<file path="src/rtl/instruction_fetch.sv">
`default_nettype none
// ============================================================================
// Module   : instruction_fetch
// Purpose  : Fetch stage feeding instruction_decoder. Holds the PC, fetches
//            one word at a time from instruction memory over a req/ack
//            handshake, and presents it on instr_data/instr_pc/instr_en until
//            the decoder takes it. Redirects squash in-flight or held words.
// Ports    : clk, rst             - clock, synchronous active-high reset
//            imem_req/imem_addr   - memory request and word address (out)
//            imem_ack/imem_rdata  - one-cycle ack and its data (in)
//            instr_data/instr_pc  - fetched word and its PC (out)
//            instr_en             - instr_data/instr_pc valid (out)
//            instr_ready          - decoder accepts (in)
//            redirect_valid/_pc   - one-cycle redirect strobe and target (in)
// Revision : 1.0  initial release
// ============================================================================
module instruction_fetch #(
  parameter logic [31:0] RESET_PC = 32'h0000_0000
) (
  input  logic        clk,
  input  logic        rst,
  output logic        imem_req,
  output logic [31:0] imem_addr,
  input  logic        imem_ack,
  input  logic [31:0] imem_rdata,
  output logic [31:0] instr_data,
  output logic [31:0] instr_pc,
  output logic        instr_en,
  input  logic        instr_ready,
  input  logic        redirect_valid,
  input  logic [31:0] redirect_pc
);

  typedef enum logic [1:0] {
    ST_IDLE = 2'd0,
    ST_REQ  = 2'd1,
    ST_HOLD = 2'd2
  } state_t;

  state_t      state_q, state_d;
  logic [31:0] pc_q, pc_d;
  logic        squash_q, squash_d;
  logic        imem_req_q, imem_req_d;
  logic [31:0] imem_addr_q, imem_addr_d;
  logic        instr_en_q, instr_en_d;
  logic [31:0] instr_data_q, instr_data_d;
  logic [31:0] instr_pc_q, instr_pc_d;

  // Redirect targets are word aligned; low bits are simply dropped.
  logic [31:0] redir_target;
  assign redir_target = {redirect_pc[31:2], 2'b00};

  // Address to use when a squashed ack returns: a redirect arriving in the
  // same cycle wins, otherwise the pc already loaded by an earlier redirect.
  logic [31:0] resume_pc;
  assign resume_pc = redirect_valid ? redir_target : pc_q;

  always_comb begin
    state_d      = state_q;
    pc_d         = pc_q;
    squash_d     = squash_q;
    imem_req_d   = imem_req_q;
    imem_addr_d  = imem_addr_q;
    instr_en_d   = instr_en_q;
    instr_data_d = instr_data_q;
    instr_pc_d   = instr_pc_q;

    case (state_q)
      ST_IDLE: begin
        pc_d        = resume_pc;
        state_d     = ST_REQ;
        imem_req_d  = 1'b1;
        imem_addr_d = resume_pc;
      end

      ST_REQ: begin
        if (imem_ack) begin
          if (!squash_q && !redirect_valid) begin
            instr_data_d = imem_rdata;
            instr_pc_d   = imem_addr_q;
            instr_en_d   = 1'b1;
            pc_d         = pc_q + 32'd4;
            imem_req_d   = 1'b0;
            state_d      = ST_HOLD;
          end else begin
            // Stale response: drop it and reissue at the redirect target.
            squash_d    = 1'b0;
            pc_d        = resume_pc;
            imem_addr_d = resume_pc;
          end
        end else if (redirect_valid) begin
          // Request is still outstanding, so imem_addr must not move yet;
          // remember to throw away the response when it arrives.
          squash_d = 1'b1;
          pc_d     = redir_target;
        end
      end

      ST_HOLD: begin
        if (redirect_valid) begin
          instr_en_d  = 1'b0;
          pc_d        = redir_target;
          imem_req_d  = 1'b1;
          imem_addr_d = redir_target;
          state_d     = ST_REQ;
        end else if (instr_ready) begin
          instr_en_d  = 1'b0;
          imem_req_d  = 1'b1;
          imem_addr_d = pc_q;
          state_d     = ST_REQ;
        end
      end

      default: begin
        state_d    = ST_IDLE;
        imem_req_d = 1'b0;
        instr_en_d = 1'b0;
      end
    endcase
  end

  always_ff @(posedge clk) begin
    if (rst) begin
      state_q      <= ST_IDLE;
      pc_q         <= RESET_PC;
      squash_q     <= 1'b0;
      imem_req_q   <= 1'b0;
      imem_addr_q  <= RESET_PC;
      instr_en_q   <= 1'b0;
      instr_data_q <= 32'd0;
      instr_pc_q   <= 32'd0;
    end else begin
      state_q      <= state_d;
      pc_q         <= pc_d;
      squash_q     <= squash_d;
      imem_req_q   <= imem_req_d;
      imem_addr_q  <= imem_addr_d;
      instr_en_q   <= instr_en_d;
      instr_data_q <= instr_data_d;
      instr_pc_q   <= instr_pc_d;
    end
  end

  assign imem_req   = imem_req_q;
  assign imem_addr  = imem_addr_q;
  assign instr_en   = instr_en_q;
  assign instr_data = instr_data_q;
  assign instr_pc   = instr_pc_q;

endmodule
`default_nettype wire
</file>
<file path="config.mk">
export PLATFORM = sky130hd
export DESIGN_NAME = instruction_fetch
export DESIGN_NICKNAME = d
export VERILOG_FILES = /design/src/rtl/instruction_fetch.sv
export SDC_FILE = /design/constraint.sdc
export NUM_CORES = 1
export LEC_CHECK = 0
export BUFFER_PORTS_ARGS = -buffer_cell sky130_fd_sc_hd__buf_2
export CORE_UTILIZATION = 30
export DETAILED_ROUTE_END_ITERATION = 16
export PLACE_DENSITY = 0.51
export REMOVE_ABC_BUFFERS = 1
export SETUP_SLACK_MARGIN = 0.4
export SLEW_MARGIN = 0
export SYNTH_ARGS = -nofsm -noshare
export SYNTH_HDL_FRONTEND = slang
export SYNTH_SLANG_ARGS = --single-unit
</file>
<file path="constraint.sdc">
create_clock -name clk -period 2.2 [get_ports clk]
set_input_delay 0.33 -clock clk [delete_from_list [all_inputs] [get_ports clk]]
set_output_delay 0.33 -clock clk [all_outputs]
set_load 0.01 [all_outputs]
</file>
==> impl_results.rst, run 1 <==
.. list-table::
   :header-rows: 1

   * - Metric
     - Value
   * - Outcome
     - complete, no violations
   * - Fraction of registers with async set/reset
     - 0
   * - Number of global-route vias before repair
     - 5187
   * - Leading cell types by total area after synthesis
     - dfxtp_1 45%, nand2_1 11%, a21oi_1 7.4%
   * - Number of nets in the layout
     - 959
   * - Max-cap violations
     - 0
   * - Routed Wire Length
     - 17.49 mm
   * - Sequential cell area
     - 0.002653 sq mm
   * - Number of flops mapped to enable cells by yosys
     - 0
   * - Final critical delay including setup and external delays
     - 1.738 ns
   * - Compound-Gate Fraction of Synth Area
     - 0.2026
   * - Peak supply drop
     - 0.0005201 V
   * - Arrival time of the worst setup path
     - 2.08 ns
   * - Remaining number of nets flagged by the antenna check after routing
     - 0
   * - Average wire length per cell after detail routing
     - 15.05 um
   * - Static Leak
     - 3.323 nW
   * - Worst path slowest cell
     - dfxtp_2
   * - Number of antenna violations at the first check in global routing
     - 0
   * - Die width
     - 142.1 um
   * - Largest family of logic cells by synthesized area
     - simple AND/OR/NAND/NOR gates
   * - Number of storage elements in the synthesis netlist
     - 132
   * - Clock tree root buffer cell
     - clkbuf_16
   * - DP HPWL
     - 11.82 mm
   * - Endpoint required time on the critical path
     - 2.54 ns
   * - Nature of the critical path endpoint
     - flop
   * - Top-area cell type share of the netlist area
     - 0.4491
   * - Total count of max-transition violations in the final report
     - 0
   * - Hold Vio Cnt, Final
     - 0
   * - Summed instance area of the synthesized netlist
     - 0.005884 sq mm
   * - Cell chain of the critical path
     - ha_2, nand4_1, nor3_4, nand4_1, or3_1, a31oi_1
   * - Count of distinct cell types in the synthesized netlist
     - 57
   * - Share of the synthesized netlist area taken by xor and xnor gates
     - 0
   * - Drt pass-1 iters
     - 5
   * - Number of levels in the clock H-tree
     - 4
   * - Hold WC Path Type
     - input port to flop
   * - Worst path max stage delay
     - 0.38 ns
   * - Number of standard cells after synthesis
     - 734
   * - Filler cell count
     - 1973
   * - Share of synthesized cell area in and, or, nand and nor gates
     - 0.2335
   * - Worst Setup Slack post-DPL
     - 0.2652 ns
   * - Fraction of met2 tracks used by global routing
     - 0.2655
   * - Area enclosed by the die boundary
     - 0.02018 sq mm
   * - Worst setup path class
     - flop to flop
   * - Tightest slew margin relative to the limit
     - 0.6366
   * - Maximum buffer depth of the clock tree
     - 2
   * - CP top delay family
     - simple AND/OR/NAND/NOR gates
   * - Maximum fanout encountered on the critical timing path
     - 6
   * - Max Clk Rate
     - 575.3 MHz
   * - Total clock buffers created by CTS
     - 17
   * - Ant. Diodes
     - 0
   * - TritonCTS clock tree
     - done
   * - Area Overhead vs Synth
     - 32.06%
   * - Avg Synthesized Cell Area
     - 8.017 sq um
   * - Share of cell area taken by muxes after synthesis
     - 0.05954
   * - Maximum number of pins on one net before global-route repair
     - 66
   * - First-pass GRT wire length
     - 27.64 mm
   * - Total vias in the final route
     - 5692
   * - Main synth FF type
     - dfxtp_1
   * - Kind of launch point of the worst setup path
     - flop
   * - Pwr Density
     - 841.7 mW/mm^2
   * - Setup-violating endpoint count in the final report
     - 0
   * - Initial core utilization
     - 0.3104
   * - Share of final-layout standard cells stronger than drive strength 1
     - 0.2871
   * - Footprint of the multi-input gates
     - 0.002998 sq mm
   * - Number of port buffers
     - 164
   * - Clock latency at the later pin of the worst-skew pair
     - 0.42 ns
   * - Clk pin slew, worst setup/hold paths
     - 0.06 ns
   * - Final setup slack of the worst path
     - 0.4618 ns
   * - Met3 Use GR
     - 0.04139
   * - Number of remaining DRC errors
     - 0
   * - Routability-driven placement congestion ratio
     - 0.7718
   * - Detailed-route vias per instance
     - 4.898
   * - Sink Count
     - 132
   * - Worst path bufs/invs
     - 0
   * - Number of primary I/O pins
     - 167
   * - Iteration-0 DRC Markers
     - 299
   * - Share of the yosys chip area belonging to registers
     - 0.4491
   * - GRT met1 Usage
     - 0.2401
   * - Pin slew with the least headroom to its limit
     - 0.5445 ns
   * - Grt peak-use layer
     - met2
   * - RSZ-0062 raised after global routing
     - yes
   * - Cell with the most instances on the worst path
     - nand4_1
   * - Most used standard cells in the synthesized netlist
     - 166 x nand2_1, 132 x dfxtp_1, 87 x a21oi_1, 65 x nor2_1, 35 x mux2i_1
   * - Die outline height
     - 142.1 um
   * - Site row count
     - 50
   * - Placeable core region
     - 0.01896 sq mm
   * - GRT Residual Overflow
     - 0
   * - Final clock skew
     - 0.01238 ns
   * - Share of the clock period used by the worst path
     - 0.7901
   * - Global router's overall resource usage
     - 0.1736
   * - Fraction of the core area covered by cells at the end of the flow
     - 0.4100
   * - Yosys warning total
     - 0
   * - Library cell with the highest instance count after synthesis
     - nand2_1
   * - Dominant cell type by area after synthesis
     - dfxtp_1
   * - Arithmetic-cell share of the synthesized area counting full adders, half adders and majority gates
     - 0.002126
[layer usage]
layer  vias up  wire length (um)  part of all wire
met5         -                 0                 0
met4         0               149            0.0085
met3        13              1051             0.060
met2       157              7789              0.45
met1      2622              8497              0.49
li1       2900                 -                 -
[timing repair]
item                                    4_1_cts  5_1_grt
pin swaps                                     3        3
buffers inserted                              4        3
hold buffers                                  0        0
endpoints found under the setup margin        8       47
resized for setup                             5       18
cloned                                        0        1
[worst paths after layout]
kind	start	end	slack, ns	cells past startpoint
worst max-delay path	pc_q[2]	pc_q[16]	0.46	6
worst min register to register	instr_pc[21]	instr_pc[21]	0.45	2
worst max register to register	pc_q[2]	pc_q[16]	0.46	6
worst min-delay path	imem_rdata[25]	instr_data[25]	0.14	3
[sequential cells by signal (all words and copies together) (netlist names)]
name and flops:
squash_q 1, instr_en 1, instr_data 32, imem_addr 32
imem_req 1, state_q 1, instr_pc 32, pc_q 32
[cells in the final DEF, fill, tap and decap left out, types with 5 or more instances in the layout]
cell	instances
a211oi_1	34
dfxtp_1	124
a21oi_1	87
a22oi_1	9
bufinv_16	5
and3_1	6
clkbuf_16	17
mux2i_1	35
buf_4	30
and2_1	5
nand4_1	5
dfxtp_2	8
a31oi_1	5
nand2_1	166
nor3_1	7
o21ai_0	13
o22ai_1	9
nand3_1	19
o21ai_1	7
nor2_1	65
a311oi_1	6
buf_2	163
[cell families after synthesis]
family	after synthesis
flip-flops	132
multiplexers	35
AND/OR/NAND/NOR	307
buffers and inverters	67
adder cells (fa/ha/maj)	1
AO/OA/AOI/OAI	192
[where the power goes]
group	leakage, nW	switching [mW]	internal [mW]
Combinational	1.93	0.419	0.307
Sequential	1.08	0.127	2.53
Clock	0.311	1.11	2.04
[tightest hold or removal path, delay by kind of cell]
kind                   cells  cell delay, ns
AOI/OAI and AO/OA          1            0.05
buffers and inverters      1            0.09
and+or+nand+nor            1            0.04
[per-stage QoR]
| step | instances | area [sq um] | hold slack (ns) | TNS [ns] | total power [mW] |
|---|---|---|---|---|---|
| after floorplan | 671 | 5587 | 0.3989 | -90.30 | 3.056 |
| after global placement | 1122 | 6998 | 0.4394 | 0 | 3.428 |
| after detailed placement | 1122 | 6998 | 0.4438 | 0 | 3.433 |
| after CTS | 1158 | 7689 | 0.1269 | 0 | 6.607 |
| after global routing | 1162 | 7771 | 0.1344 | 0 | 6.816 |
| final | 1162 | 7771 | 0.1403 | 0 | 6.541 |
[area by class of cell]
type / count / share of cell area
Multi-Input combinational cell: 536 / 0.3858
Sequential cell: 132 / 0.3413
Clock inverter: 12 / 0.02592
Clock buffer: 20 / 0.05748
Inverter: 4 / 0.001932
Timing Repair Buffer: 198 / 0.1457
Tap cell: 260 / 0.04186
Note: power is estimated with default switching activity, not from simulation.
==> run 2: changes to the inputs <==
- PLACE_DENSITY: 0.51 -> 0.53
- clock period: 2.2 -> 1.43 ns (I/O delays scaled with it)
==> run 2 against run 1 <==
The run now ends with setup timing left. Final cell count grew 17%. Global-route usage increased by 7.3 points. Critical path depth up 1. First-iteration DRC count is 46% higher. Routed wire length rose by 55%. Final area up 58%. Non-clock buffer count is 199 higher. Critical path type unchanged. Critical endpoint is now pc_q[22]. Largest cell class unchanged. Largest power group unchanged.
==> impl_results.rst, run 2 (synthesis gave the netlist of run 1 again) <==
.. list-table::
   :header-rows: 1

   * - Metric
     - Value
   * - Outcome
     - finished, violations left
   * - Failing checks
     - setup timing
   * - First-pass GRT wire length
     - 37.70 mm (+36%)
   * - Area enclosed by the die boundary
     - 0.02018 sq mm (unchanged)
   * - DP HPWL
     - 12.94 mm (+9.4%)
   * - Number of global-route vias before repair
     - 6641 (+28%)
   * - Clk pin slew, worst setup/hold paths
     - 0.06 ns (about the same)
   * - Routed Wire Length
     - 27.10 mm (+55%)
   * - Setup-violating endpoint count in the final report
     - 122 (+122)
   * - Number of levels in the clock H-tree
     - 4 (unchanged)
   * - Placeable core region
     - 0.01896 sq mm (unchanged)
   * - Initial core utilization
     - 0.3104 (unchanged)
   * - Pwr Density
     - 917.5 mW/mm^2 (+9.0%)
   * - Depth of the worst hold-timing path
     - 3 (unchanged)
   * - Switching power summed over all nets
     - 3.353 mW (+100%)
   * - Worst min-delay path endpoint
     - instr_data[11]
   * - GRT Residual Overflow
     - 0 (unchanged)
   * - Global router's overall resource usage
     - 0.2469 (+0.07330)
   * - Number of antenna violations at the first check in global routing
     - 0 (unchanged)
   * - Detailed-route vias per instance
     - 5.261 (+7.4%)
   * - Iteration-0 DRC Markers
     - 437 (+46%)
   * - Hold Worst Slack
     - 0.01451 ns (-0.1258 ns)
   * - Most common cell after layout, fill and taps aside
     - buf_6
   * - Maximum fanout encountered on the critical timing path
     - 4 (-2)
   * - Drt pass-1 iters
     - 5 (unchanged)
   * - Ant. Diodes
     - 0 (unchanged)
   * - Share of final-layout standard cells stronger than drive strength 1
     - 0.7368 (+0.4497)
   * - Maximum number of pins on one net before global-route repair
     - 38 (-42%)
   * - Worst setup path class
     - flop to flop
   * - Most used cells in the layout excluding fill and tap cells
     - 145 x buf_6, 131 x buf_4, 96 x dfxtp_2, 83 x nand2_1
   * - Power Internal
     - 7.946 mW (+63%)
   * - Number of primary I/O pins
     - 167 (unchanged)
   * - Worst Min Path Start
     - imem_rdata[11]
   * - Area Overhead vs Synth
     - 109.3%
   * - Flop-to-flop setup slack
     - -0.22 ns (-0.68 ns)
   * - Cell with the most instances on the worst path
     - buf_4
   * - Number of nets in the layout
     - 1159 (+21%)
   * - Number of port buffers
     - 164 (unchanged)
   * - Routability-driven placement congestion ratio
     - 0.8349 (+8.2%)
   * - TritonCTS clock tree
     - done
   * - Post-route non-filler standard cell count
     - 1362 (+17%)
   * - Tightest slew margin relative to the limit
     - 0.7593 (+0.1227)
   * - Share of the clock period used by the worst path
     - 1.151 (+0.3610)
   * - Cell chain of the critical path
     - and3_4, buf_4, nand4_1, nor4_4, buf_4, a31o_1, a211oi_1
   * - Clock tree root buffer cell
     - clkbuf_16
   * - Total vias in the final route
     - 7165 (+26%)
   * - FF-to-FF End
     - pc_q[22]
   * - Pin slew with the least headroom to its limit
     - 0.3607 ns (-0.1838 ns)
   * - Worst path max stage delay
     - 0.34 ns (-0.04 ns)
   * - Worst path bufs/invs
     - 2 (+2)
   * - Maximum buffer depth of the clock tree
     - 2 (unchanged)
   * - Clock latency at the later pin of the worst-skew pair
     - 0.43 ns (about the same)
   * - Sw Share
     - 0.2967 (+0.04286)
   * - Worst Setup Slack post-DPL
     - -0.2523 ns (-0.5175 ns)
   * - Hold Vio Cnt, Final
     - 0 (unchanged)
   * - Final clock skew
     - 0.01177 ns (-0.0006050 ns)
   * - Max-cap violations
     - 0 (unchanged)
   * - Arrival time of the worst setup path
     - 1.95 ns (-0.13 ns)
   * - Total count of max-transition violations in the final report
     - 0 (unchanged)
   * - Worst path slowest cell
     - dfxtp_2
   * - Final setup slack of the worst path
     - -0.2160 ns (-0.6779 ns)
   * - Combinational share of power
     - 0.247 (+0.136)
   * - # placed instances
     - 1196 (+6.6%)
   * - Remaining number of nets flagged by the antenna check after routing
     - 0 (unchanged)
   * - Die outline height
     - 142.1 um (unchanged)
   * - Die width
     - 142.1 um (unchanged)
   * - Number of remaining DRC errors
     - 0 (unchanged)
   * - RSZ-0062 raised after global routing
     - yes
   * - Hold WC Path Type
     - input port to flop
   * - Sequential group share of total power
     - 0.362 (-0.044)
   * - Max Clk Rate
     - 607.5 MHz (+5.6%)
   * - Clk network pwr share
     - 0.391 (-0.092)
   * - Final critical delay including setup and external delays
     - 1.646 ns (-0.09212 ns)
   * - Filler cell count
     - 1464 (-26%)
   * - Nature of the critical path endpoint
     - flop
   * - Site row count
     - 50 (unchanged)
   * - Fraction of the core area covered by cells at the end of the flow
     - 0.6497 (+0.2397)
   * - Kind of launch point of the worst setup path
     - flop
   * - CP top delay family
     - simple AND/OR/NAND/NOR gates
   * - Static Leak
     - 5.368 nW (+62%)
   * - Endpoint required time on the critical path
     - 1.73 ns (-0.81 ns)
   * - Sink Count
     - 132 (unchanged)
   * - Average wire length per cell after detail routing
     - 19.90 um (+32%)
   * - Total clock buffers created by CTS
     - 17 (unchanged)
   * - Peak supply drop
     - 0.0008258 V (+59%)
   * - Worst reg2reg startpoint
     - pc_q[9]
   * - Length in cells of the worst reg-to-reg path
     - 7 (+1)
-- run 2: changes by cell type in the layout (fill, tap and decap cells not counted), moves of 66 or more --
cell	delta
buf_6	+144
dfxtp_2	+88
nand2_1	-83
buf_2	-97
a21oi_1	-67
dfxtp_1	-102
a21oi_2	+66
buf_4	+101
-- run 2: worst max path at each step --
stage                        start             to  slack, ns  cells past startpoint
final                      pc_q[9]       pc_q[22]      -0.22                      7
after global routing       pc_q[3]       pc_q[23]      -0.26                      5
after CTS                  pc_q[3]       pc_q[22]      -0.12                      7
after detailed placement   pc_q[2]       pc_q[30]      -0.25                      6
after global placement     pc_q[2]       pc_q[30]      -0.24                      6
after floorplan           imem_req  imem_addr[28]      -2.00                      3
-- run 2: stage by stage --
| step | TNS, ns | instance area [sq um] | power, mW |
|---|---|---|---|
| 2_1_floorplan | -179.34 | 5587 | 4.702 |
| 3_3_place_gp | -8.832 | 7604 | 5.447 |
| 3_5_place_dp | -11.82 | 7604 | 5.462 |
| 4_1_cts | -6.416 | 10870 | 10.91 |
| 5_1_grt | -16.64 | 12320 | 11.69 |
| 6_report | -11.82 | 12320 | 11.30 |
-- run 2: worst min-delay path: stages --
cell and delay, ns:
buf_2 0.11, nand2_2 0.05, a21oi_2 0.04
-- run 2: layer usage --
layer  vias to the layer above  global-route usage  wire (um)  share of wire
met2                       271              0.4159      13600           0.50
met1                      3517              0.3154      11060           0.41
met5                         -                   0          0              0
met4                         0             0.08376        794          0.029
met3                        60             0.04576       1649          0.061
li1                       3317                   -          -              -
-- run 2: area by class of cell --
type	instances	area, sq um	area share
Multi-Input combinational cell	537	4429	0.3596
Clock buffer	18	429.2	0.03485
Clock inverter	14	151.4	0.01229
Tap cell	260	325.3	0.02641
Timing Repair Buffer	397	4150	0.3370
Sequential cell	132	2815	0.2286
Inverter	4	15.01	0.001219
-- run 2: timing repair --
action	4_1_cts	5_1_grt
endpoints found under the setup margin	229	230
pin swaps	92	133
endpoints found under the hold margin	3	0
resized for setup	389	290
hold buffers	3	0
setup buffers	71	36
cloned	22	2
-- run 2: power by group through the flow --
stage | clock, mW | sequential, mW | combinational [mW]
after floorplan | 0 | 4.19 | 0.512
after global placement | 0 | 4.11 | 1.34
after detailed placement | 0 | 4.11 | 1.35
after CTS | 4.49 | 4.07 | 2.35
after global routing | 4.65 | 4.11 | 2.94
final | 4.42 | 4.09 | 2.79
==> run 3: changes to the inputs <==
- BUFFER_PORTS_ARGS: -buffer_cell sky130_fd_sc_hd__buf_2 -> -buffer_cell sky130_fd_sc_hd__buf_4
==> run 3 against run 2 <==
The run still ends with setup timing left. Clock power increased by 8.1%. Combinational power down 11%. Sequential share of layout area rose by 1.4 points. Core utilization down 3.0 points. First-iteration DRC count decreased by 19%.
==> impl_results.rst, run 3 (synthesis gave the netlist of run 1 again) <==
.. list-table::
   :header-rows: 1

   * - Metric
     - Value
   * - Hold Vio Cnt, Final
     - 0 (unchanged)
   * - Drt pass-1 iters
     - 5 (unchanged)
   * - Remaining number of nets flagged by the antenna check after routing
     - 0 (unchanged)
   * - Post-route non-filler standard cell count
     - 1325 (-2.7%)
   * - GRT Residual Overflow
     - 0 (unchanged)
   * - Number of antenna violations at the first check in global routing
     - 0 (unchanged)
   * - Share of the clock period used by the worst path
     - 1.124 (-0.02734)
   * - Final clock skew
     - 0.009345 ns (-0.002427 ns)
   * - Sequential cell area
     - 0.002848 sq mm (+1.2%)
   * - Worst setup path class
     - flop to flop
   * - Total vias in the final route
     - 6815 (-4.9%)
   * - Maximum number of pins on one net before global-route repair
     - 28 (-26%)
   * - Length in cells of the worst reg-to-reg path
     - 8 (+1)
   * - Max-cap violations
     - 0 (unchanged)
   * - Setup-violating endpoint count in the final report
     - 103 (-16%)
   * - Total count of max-transition violations in the final report
     - 0 (unchanged)
   * - Most common cell after layout, fill and taps aside
     - buf_4
   * - Peak supply drop
     - 0.0008724 V (+5.6%)
   * - Clock latency at the later pin of the worst-skew pair
     - 0.43 ns (about the same)
   * - Routability-driven placement congestion ratio
     - 0.8400 (+0.61%)
   * - Number of primary I/O pins
     - 167 (unchanged)
   * - Initial core utilization
     - 0.3104 (unchanged)
   * - Number of global-route vias before repair
     - 5968 (-10%)
   * - Clock tree root buffer cell
     - clkbuf_16
   * - Worst setup startpoint
     - imem_req
   * - Global router's overall resource usage
     - 0.2021 (-0.04480)
   * - DP HPWL
     - 12.98 mm (+0.36%)
   * - Number of port buffers
     - 164 (unchanged)
   * - Maximum fanout encountered on the critical timing path
     - 8 (+4)
   * - Ant. Diodes
     - 0 (unchanged)
   * - End point of the critical path
     - imem_addr[27]
   * - # placed instances
     - 1199 (+0.25%)
   * - Die width
     - 142.1 um (unchanged)
   * - Maximum buffer depth of the clock tree
     - 2 (unchanged)
   * - Total clock buffers created by CTS
     - 17 (unchanged)
   * - Site row count
     - 50 (unchanged)
   * - Clk pin slew, worst setup/hold paths
     - 0.07 ns (about the same)
   * - Kind of launch point of the worst setup path
     - flop
   * - Footprint of the multi-input gates
     - 0.004133 sq mm (-6.7%)
   * - Static Leak
     - 5.171 nW (-3.7%)
   * - RSZ-0062 raised after global routing
     - yes
   * - Flop-to-flop setup slack
     - -0.18 ns (+0.04 ns)
   * - Outcome
     - finished, violations left
   * - Final critical delay including setup and external delays
     - 1.607 ns (-0.03910 ns)
   * - Filler cell count
     - 1528 (+4.4%)
   * - Iteration-0 DRC Markers
     - 356 (-19%)
   * - Tightest slew margin relative to the limit
     - 0.7282 (-0.03103)
   * - Placeable core region
     - 0.01896 sq mm (unchanged)
   * - Failing checks
     - setup timing
   * - Depth of the worst hold-timing path
     - 3 (unchanged)
   * - First-pass GRT wire length
     - 31.64 mm (-16%)
   * - Most used cells in the layout excluding fill and tap cells
     - 192 x buf_4, 126 x buf_6, 106 x nand2_1, 83 x dfxtp_2, 56 x nor2_1
   * - Average wire length per cell after detail routing
     - 18.44 um (-7.3%)
   * - TritonCTS clock tree
     - done
   * - Pwr Density
     - 968.4 mW/mm^2 (+5.6%)
   * - Number of nets in the layout
     - 1122 (-3.2%)
   * - Arrival time of the worst setup path
     - 1.95 ns (about the same)
   * - FF-to-FF End
     - imem_addr[27]
   * - Hold buffer count at cts
     - 0 (-3)
   * - Worst reg2reg startpoint
     - imem_req
   * - Sink Count
     - 132 (unchanged)
   * - Hold Worst Slack
     - 0.01692 ns (+0.002417 ns)
   * - Detailed-route vias per instance
     - 5.143 (-2.2%)
   * - Final setup slack of the worst path
     - -0.1769 ns (+0.03910 ns)
   * - Share of final-layout standard cells stronger than drive strength 1
     - 0.6770 (-0.05985)
   * - Number of levels in the clock H-tree
     - 4 (unchanged)
   * - Cell area after layout
     - 0.01174 sq mm (-4.7%)
   * - Pin slew with the least headroom to its limit
     - 0.4076 ns (+0.04694 ns)
   * - Die outline height
     - 142.1 um (unchanged)
   * - Nature of the critical path endpoint
     - flop
   * - Max Clk Rate
     - 622.3 MHz (+2.4%)
   * - Area Overhead vs Synth
     - 99.47%
   * - Number of remaining DRC errors
     - 0 (unchanged)
   * - Hold WC Path Type
     - input port to flop
   * - Area enclosed by the die boundary
     - 0.02018 sq mm (unchanged)
   * - Endpoint required time on the critical path
     - 1.77 ns (+0.04 ns)
   * - DP Area
     - 0.008021 sq mm (+5.5%)
   * - Routed Wire Length
     - 24.44 mm (-9.8%)
[run 3: cell types whose count changed in the layout (fill, tap and decap cells not counted), moves of 15 or more]
cell / before / now
buf_2: 66 / 1
buf_4: 131 / 192
buf_6: 145 / 126
nand2_1: 83 / 106
nand2_2: 28 / 13
nor2_1: 29 / 56
nor2_4: 27 / 4
[run 3: where the power goes]
part	switching, mW	internal (mW)	total (mW)
combinational	1.15	1.33	2.48
clock	1.79	2.99	4.78
sequential	0.201	3.91	4.11
[run 3: stage by stage]
stage          setup TNS (ns)  worst slack [ns]  utilization  power (mW)
2_1_floorplan         -179.34            -2.000            -       4.702
3_3_place_gp           -16.05           -0.2730       0.4232       5.580
3_5_place_dp           -17.20           -0.3151       0.4232       5.588
4_1_cts                -6.882           -0.1182       0.4927       10.67
5_1_grt                -13.03           -0.1985       0.6192       11.79
6_report               -8.612           -0.1769       0.6192       11.37
[run 3: timing repair]
action                     CTS  global route
buffers inserted            20            54
resized for setup           91           486
gates cloned                 6            14
setup endpoints to repair  230           230
hold endpoints to repair     0             0
pin swaps                   44           146
[run 3: worst min-delay path by stage]
| stage | slack [ns] | startpoint | to |
|---|---|---|---|
| after detailed placement | 0.45 | instr_pc[14] | instr_pc[14] |
| after global routing | 0.02 | imem_rdata[14] | instr_data[14] |
| after floorplan | 0.28 | rst | pc_q[23] |
| final | 0.02 | imem_rdata[11] | instr_data[11] |
| after CTS | 0.02 | imem_rdata[6] | instr_data[6] |
| after global placement | 0.44 | instr_data[23] | instr_data[23] |
[run 3: critical path: stages, from the launching register on]
cell	delay (ns)
dfxtp_4	0.37
buf_6	0.13
o21bai_4	0.16
a22oi_2	0.13
buf_6	0.18
buf_12	0.13
clkbuf_16	0.17
nor2_1	0.06
a211oi_2	0.19
[run 3: layout make-up]
cell class,count,share of cell area
timing repair buffer,361,0.3219
tap,260,0.02772
clock buffer,18,0.03742
sequential,132,0.2426
multi-input combinational,536,0.3521
clock inverter,14,0.01695
inverter,4,0.001279
[run 3: routing by layer]
layer | share of wire | wire [um] | vias up | GRT usage
met2 | 0.49 | 12090 | 222 | 0.3323
met3 | 0.055 | 1347 | 39 | 0.04980
met4 | 0.023 | 562 | 0 | 0.06565
li1 | - | - | 3236 | -
met5 | 0 | 0 | - | 0
met1 | 0.43 | 10440 | 3318 | 0.2583
